$ cat src/rtl/div_pkg.sv
// div_pkg: shared types and helpers for the shared restoring-divider block.
// Holds the controller state encoding, the default data width and the
// round-robin pick used by the request arbiter.
package div_pkg;

    localparam int DIV_W   = 16;
    localparam int MAX_REQ = 8;

    typedef enum logic [1:0] {
        IDLE,
        ITER,
        DONE
    } state_t;

    // Returns a one-hot grant on the first valid index at or after ptr,
    // searching upward with wrap over the nreq active requesters.
    function automatic logic [MAX_REQ-1:0] rr_pick(
        input logic [MAX_REQ-1:0] valid,
        input logic [2:0]         ptr,
        input int                 nreq
    );
        logic [MAX_REQ-1:0] grant;
        logic               found;
        int                 idx;
        grant = '0;
        found = 1'b0;
        for (int i = 0; i < MAX_REQ; i++) begin
            idx = (int'({29'd0, ptr}) + i) % nreq;
            if (!found && (i < nreq) && valid[idx[2:0]]) begin
                grant[idx[2:0]] = 1'b1;
                found           = 1'b1;
            end
        end
        return grant;
    endfunction

endpackage

$ cat src/rtl/div_iter_core.sv
// div_iter_core: restoring-divider datapath, one quotient bit per step.
// The partial remainder, the dividend/quotient shift register and the
// divisor live here; the controller only says when to load and when to step.
module div_iter_core #(
    parameter int W = 16
) (
    input  logic         clk,
    input  logic         rst_n,
    input  logic         load,
    input  logic         step,
    input  logic [W-1:0] x,
    input  logic [W-1:0] y,
    output logic [W-1:0] quot,
    output logic [W-1:0] rem
);

    // The stored remainder always ends a step below the divisor, so W bits
    // hold it; the shifted trial value needs the extra bit for the compare.
    logic [W-1:0] r_temp;
    logic [W-1:0] r_q;
    logic [W-1:0] r_m;
    logic [W:0]   w_shift;
    logic         w_ge;
    logic [W-1:0] w_next_temp;

    // Trial subtract for the next step of {temp,q} <<= 1
    always_comb begin
        // NOTE: every combinational output gets a value on every path so no latch is inferred.
        w_shift     = {r_temp, r_q[W-1]};
        w_ge        = (w_shift >= {1'b0, r_m});
        w_next_temp = w_ge ? W'(w_shift - {1'b0, r_m}) : w_shift[W-1:0];
    end

    // Datapath registers: load operands, then shift-subtract once per step
    always_ff @(posedge clk or negedge rst_n) begin
        // NOTE: these are plain registers, not a memory, so they reset; an aborted division then reads as zero.
        if (!rst_n) begin
            r_temp <= '0;
            r_q    <= '0;
            r_m    <= '0;
        end else if (load) begin
            r_temp <= '0;
            r_q    <= x;
            r_m    <= y;
        end else if (step) begin
            r_temp <= w_next_temp;
            r_q    <= {r_q[W-2:0], w_ge};
        end
    end

    assign quot = r_q;
    assign rem  = r_temp;

endmodule

$ cat src/rtl/div_share_ctrl.sv
// div_share_ctrl: shares one iterative divider between NREQ requesters with
// round-robin arbitration and valid/ready handshakes on both sides.
// Optional macro DIV_BYZERO_ERR_EN: a zero divisor skips the iterations,
// answers after one cycle with quotient all-ones, remainder = dividend, and
// raises rsp_err.
module div_share_ctrl
    import div_pkg::*;
#(
    parameter  int NREQ = 4,
    parameter  int W    = DIV_W,
    localparam int IDW  = $clog2(NREQ),
    localparam int CW   = $clog2(W)
) (
    input  logic              clk,
    input  logic              rst_n,
    input  logic [NREQ-1:0]   req_valid,
    output logic [NREQ-1:0]   req_ready,
    input  logic [NREQ*W-1:0] req_x,
    input  logic [NREQ*W-1:0] req_y,
    output logic              rsp_valid,
    input  logic              rsp_ready,
    output logic [IDW-1:0]    rsp_id,
    output logic [W-1:0]      rsp_quot,
    output logic [W-1:0]      rsp_rem,
    output logic              busy
`ifdef DIV_BYZERO_ERR_EN
    ,
    output logic              rsp_err
`endif
);

    state_t          r_state;
    logic [IDW-1:0]  r_ptr;
    logic [IDW-1:0]  r_id;
    logic [CW-1:0]   r_cnt;
    logic            r_rsp_valid;
    logic            r_busy;
`ifdef DIV_BYZERO_ERR_EN
    logic            r_byz;
    logic            r_err;
`endif

    logic [NREQ-1:0] w_grant;
    logic [IDW-1:0]  w_gidx;
    logic [IDW-1:0]  w_next_ptr;
    logic [W-1:0]    w_gx;
    logic [W-1:0]    w_gy;
    logic [W-1:0]    w_quot;
    logic [W-1:0]    w_rem;
    logic            w_accept;
    logic            w_step;

    // Round-robin grant (IDLE only) and mux of the granted operands
    always_comb begin
        w_grant = (r_state == IDLE) ? NREQ'(rr_pick(MAX_REQ'(req_valid), 3'(r_ptr), NREQ)) : '0;
        w_gidx  = '0;
        w_gx    = '0;
        w_gy    = '0;
        for (int i = 0; i < NREQ; i++) begin
            if (w_grant[i]) begin
                w_gidx = IDW'(i);
                w_gx   = req_x[i*W +: W];
                w_gy   = req_y[i*W +: W];
            end
        end
        w_accept   = |w_grant;
        w_next_ptr = (w_gidx == IDW'(NREQ - 1)) ? '0 : w_gidx + IDW'(1);
`ifdef DIV_BYZERO_ERR_EN
        w_step     = (r_state == ITER) && !r_byz;
`else
        w_step     = (r_state == ITER);
`endif
    end

    div_iter_core #(.W(W)) u_core (
        .clk   (clk),
        .rst_n (rst_n),
        .load  (w_accept),
        .step  (w_step),
        .x     (w_gx),
        .y     (w_gy),
        .quot  (w_quot),
        .rem   (w_rem)
    );

    // Controller FSM: accept a request, count W steps, hold the result until taken
    always_ff @(posedge clk or negedge rst_n) begin
        if (!rst_n) begin
            r_state     <= IDLE;
            r_ptr       <= '0;
            r_id        <= '0;
            r_cnt       <= '0;
            r_rsp_valid <= 1'b0;
            r_busy      <= 1'b0;
`ifdef DIV_BYZERO_ERR_EN
            r_byz       <= 1'b0;
            r_err       <= 1'b0;
`endif
        end else begin
            unique case (r_state)
                IDLE: begin
                    if (w_accept) begin
                        r_id    <= w_gidx;
                        r_ptr   <= w_next_ptr;
                        r_cnt   <= '0;
                        r_busy  <= 1'b1;
                        r_state <= ITER;
`ifdef DIV_BYZERO_ERR_EN
                        r_byz   <= (w_gy == '0);
`endif
                    end
                end
                ITER: begin
`ifdef DIV_BYZERO_ERR_EN
                    if (r_byz) begin
                        r_state     <= DONE;
                        r_rsp_valid <= 1'b1;
                        r_err       <= 1'b1;
                    end else
`endif
                    begin
                        r_cnt <= r_cnt + CW'(1);
                        if (r_cnt == CW'(W - 1)) begin
                            r_state     <= DONE;
                            r_rsp_valid <= 1'b1;
                        end
                    end
                end
                DONE: begin
                    if (rsp_ready) begin
                        r_state     <= IDLE;
                        r_rsp_valid <= 1'b0;
                        r_busy      <= 1'b0;
`ifdef DIV_BYZERO_ERR_EN
                        r_err       <= 1'b0;
`endif
                    end
                end
                default: r_state <= IDLE;
            endcase
        end
    end

    assign req_ready = w_grant;
    assign rsp_valid = r_rsp_valid;
    assign rsp_id    = r_id;
    assign busy      = r_busy;
`ifdef DIV_BYZERO_ERR_EN
    // A zero divisor never steps the core, so its q register still holds the dividend.
    assign rsp_quot  = r_err ? '1 : w_quot;
    assign rsp_rem   = r_err ? w_quot : w_rem;
    assign rsp_err   = r_err;
`else
    assign rsp_quot  = w_quot;
    assign rsp_rem   = w_rem;
`endif

endmodule

$ cat config.mk
export PLATFORM = sky130hd
export DESIGN_NAME = div_share_ctrl
export DESIGN_NICKNAME = d
export VERILOG_FILES = /design/src/rtl/div_pkg.sv /design/src/rtl/div_iter_core.sv /design/src/rtl/div_share_ctrl.sv
export SDC_FILE = /design/constraint.sdc
export NUM_CORES = 1
export LEC_CHECK = 0
export CORE_UTILIZATION = 40
export DETAILED_ROUTE_END_ITERATION = 8
export PLACE_DENSITY_LB_ADDON = 0.25
export SLEW_MARGIN = 0
export SYNTH_ARGS = -nofsm -noshare
export SYNTH_HDL_FRONTEND = slang
export SYNTH_SLANG_ARGS = --single-unit
export TNS_END_PERCENT = 100
$ cat constraint.sdc
create_clock -name clk -period 3.4 [get_ports clk]
set_clock_uncertainty 0.1 [all_clocks]
set_input_delay 0.68 -clock clk [delete_from_list [all_inputs] [get_ports clk]]
set_output_delay 0.68 -clock clk [all_outputs]
set_load 0.02 [all_outputs]
==> run metrics <==
first-pass GRT wire length=27400 µm; failing checks=DRC; setup TNS=0 ps; Worst path slowest cell=mux4_2; clk buf depth=2; Sw Share=0.463; PwrDens=1060 nW/µm²; Cell Rows=39; Worst path max stage delay=530 ps; CTS tree=yes; share of cells above drive strength 1=0.139; Final period util=0.987; drt first pass iters=7; dominant cell type by area after synthesis=dfrtp_1; Final Power=0.00772 W; syn nets=710; post-synthesis sequential area ratio=0.313; Clock Latency Late Sink=330 ps; Mapped Area=4800 µm²; DRT antenna net count=0; setup ws final=44.9 ps; critical-path cell list=clkdlybuf4s50_1, mux4_2, inv_2, buf_4, nand4_1, a41oi_4, buf_6; Slew HR=0.308; grt ovf=0; maximum clock rate=298 MHz; dpl cells=875; Worst Hold Slack=231 ps; main combinational cell family by area after synthesis=compound AO/OA/AOI/OAI gates; actual slew at the worst max-slew pin=1040 ps; Final Hold Viols=0; Static Leak=3.05 nW; CTS root buf=clkbuf_16; die height=112 µm; Core ar.=11600 µm²; status=complete, but fails checks; WP buf/inv=4; hpwl dp=13100 µm; post-synthesis xor/xnor area fraction=0.0110; FF-to-FF path depth=12; area grow syn2layout=51.9%; Routed wire per std cell=19.4 µm; DP Worst Slack=-610 ps; Pint=0.00414 W; R2R Setup Slk=140 ps; fill count=1001; Antenna Cells=0; Placer Congestion=0.921; top cell family by delay on the critical path=buffers and inverters; Final nets=911; post-synthesis compound-gate area fraction=0.335; max-cap violations=0; CTS buffer count=9; Setup CP Type=input pin to output pin; FF-to-FF Start=r_ptr[0]; clk sinks=60; number of vias per cell=6.08; Die Wd=112 µm; Hold Crit Class=input pin to asynchronous set/reset pin; cts hold-fix bufs=0; Synth Area per Inst=8.74 µm²; Setup Viol. Count Final=0; Initial Util=0.415; Synth Area in Adders=0.0694; multiplexer share of the synthesized area=0.0162; Seq pwr share=0.182; Worst Setup Start Kind=input pin; Seq cells post-synth=60; total track usage=0.279; fin cells=898; die area=12400 µm²; Worst IR Drop VDD=0.000405 V; CP arrival=2580 ps; worst setup path startpoint=req_valid[2]; initial antenna violation count=0; vias in the first global route=5405; most common cell in the netlist=dfrtp_1; routed wire length=17400 µm; Port Buffer Count=174; Gate power share=0.709; CTS clk-pin slew, worst paths=50 ps; routed vias=5456; EDFF count, synth=0; main flop type after synthesis=dfrtp_1; fraction of registers with async set/reset=1.00; max-slew violation count=0; Gate Count Post-Synth=549; post-synth top area share=0.313; Synth cell types=71; critical path depth=7; simple-gate share of the synthesized area=0.191; min cycle time layout=3360 ps; pin count of the biggest net entering global routing=56; worst-path maximum fanout=4; Iter 0 DRT Violations=315; Area contributors post-synth=dfrtp_1 (31%), ha_1 (6.5%), o211ai_1 (4.7%), a22oi_1 (3.9%), nand3_1 (3.0%); num ports=175; RSZ-0062 raised after global routing=no; DRC viols=4; switching pwr=0.00358 W; most instantiated cells after synthesis=dfrtp_1 (60), nand2_1 (38), nor2_1 (35); Clock power frac=0.110; H-tree level count=3; YS warnings=0; critical path capture point type=output pin; WP data required=2620 ps
[metal layers]
metal | up-vias | routed length (µm) | part of all wire | track usage
li1 | 2555 | - | - | -
met1 | 2659 | 7160 | 0.41 | 0.333
met2 | 200 | 8550 | 0.49 | 0.481
met3 | 42 | 1160 | 0.067 | 0.0653
met4 | 0 | 506 | 0.029 | 0.120
met5 | - | 0 | 0 | 0
[area by class of cell]
cell class              count  area (µm²)  area share
clock buffers              11         243      0.0333
multi-input cells         419        3060       0.420
clock inverters             5        27.5     0.00378
flip-flops and latches     60        1500       0.206
inverters                  32         120      0.0165
well taps                 143         179      0.0246
repair buffers            228        2150       0.296
[what timing repair did]
item	in CTS	in global routing
gates resized for setup	23	11
pin swaps	4	5
setup endpoints to repair	18	37
buffers inserted	4	3
endpoints found under the hold margin	0	0
[registers in the layout, indices dropped and copies added, names as in the netlist]
register	count
r_cnt	4
u_core.r_m	16
rsp_id	2
rsp_valid	1
busy	1
u_core.rem	16
r_state	2
u_core.quot	16
r_ptr	2
[cell families (layout without fill, tap and decap cells)]
kind of cell | after synthesis | in the layout
AOI/OAI and AO/OA | 204 | 204
and+or+nand+nor | 178 | 178
buffers and inverters | 70 | 276
DFF | 60 | 60
adders and majority gates | 26 | 26
xor gates and xnor gates | 6 | 6
muxes | 5 | 5
[cells in the final DEF (no fill, tap or decap), types with 14 or more instances in the layout]
cell type,instances
and3_1,20
o21ai_0,18
buf_4,52
o211ai_1,30
nand2_1,37
a21oi_1,20
a221oi_1,14
inv_1,29
nor2_1,35
dfrtp_1,60
a22oi_1,25
ha_1,24
nand3_1,29
clkdlybuf4s50_1,166
[through the flow]
| step | util | cell area (µm²) |
|---|---|---|
| CTS | 0.625 | 7220 |
| finish | 0.630 | 7290 |
| global placement | 0.596 | 6890 |
| detailed placement | 0.596 | 6890 |
| global route | 0.630 | 7290 |
| floorplan | - | 4800 |
[path summary, 6_finish.rpt]
path | end
worst min register to register | busy
worst max-delay path | req_ready[1]
worst max register to register | u_core.r_m[15]
worst min-delay path | u_core.r_m[13]
min in group clk | busy
max in group asynchronous | r_cnt[2]
[power by group through the flow]
| stage | Clock, W | Sequential (W) | Combinational, W |
|---|---|---|---|
| floorplan | 0 | 0.00160 | 0.00327 |
| global placement | 0 | 0.00139 | 0.00517 |
| detailed placement | 0 | 0.00141 | 0.00530 |
| CTS | 0.000851 | 0.00140 | 0.00537 |
| global route | 0.000889 | 0.00145 | 0.00594 |
| finish | 0.000845 | 0.00140 | 0.00547 |
Power figures use the tool's default switching activity.
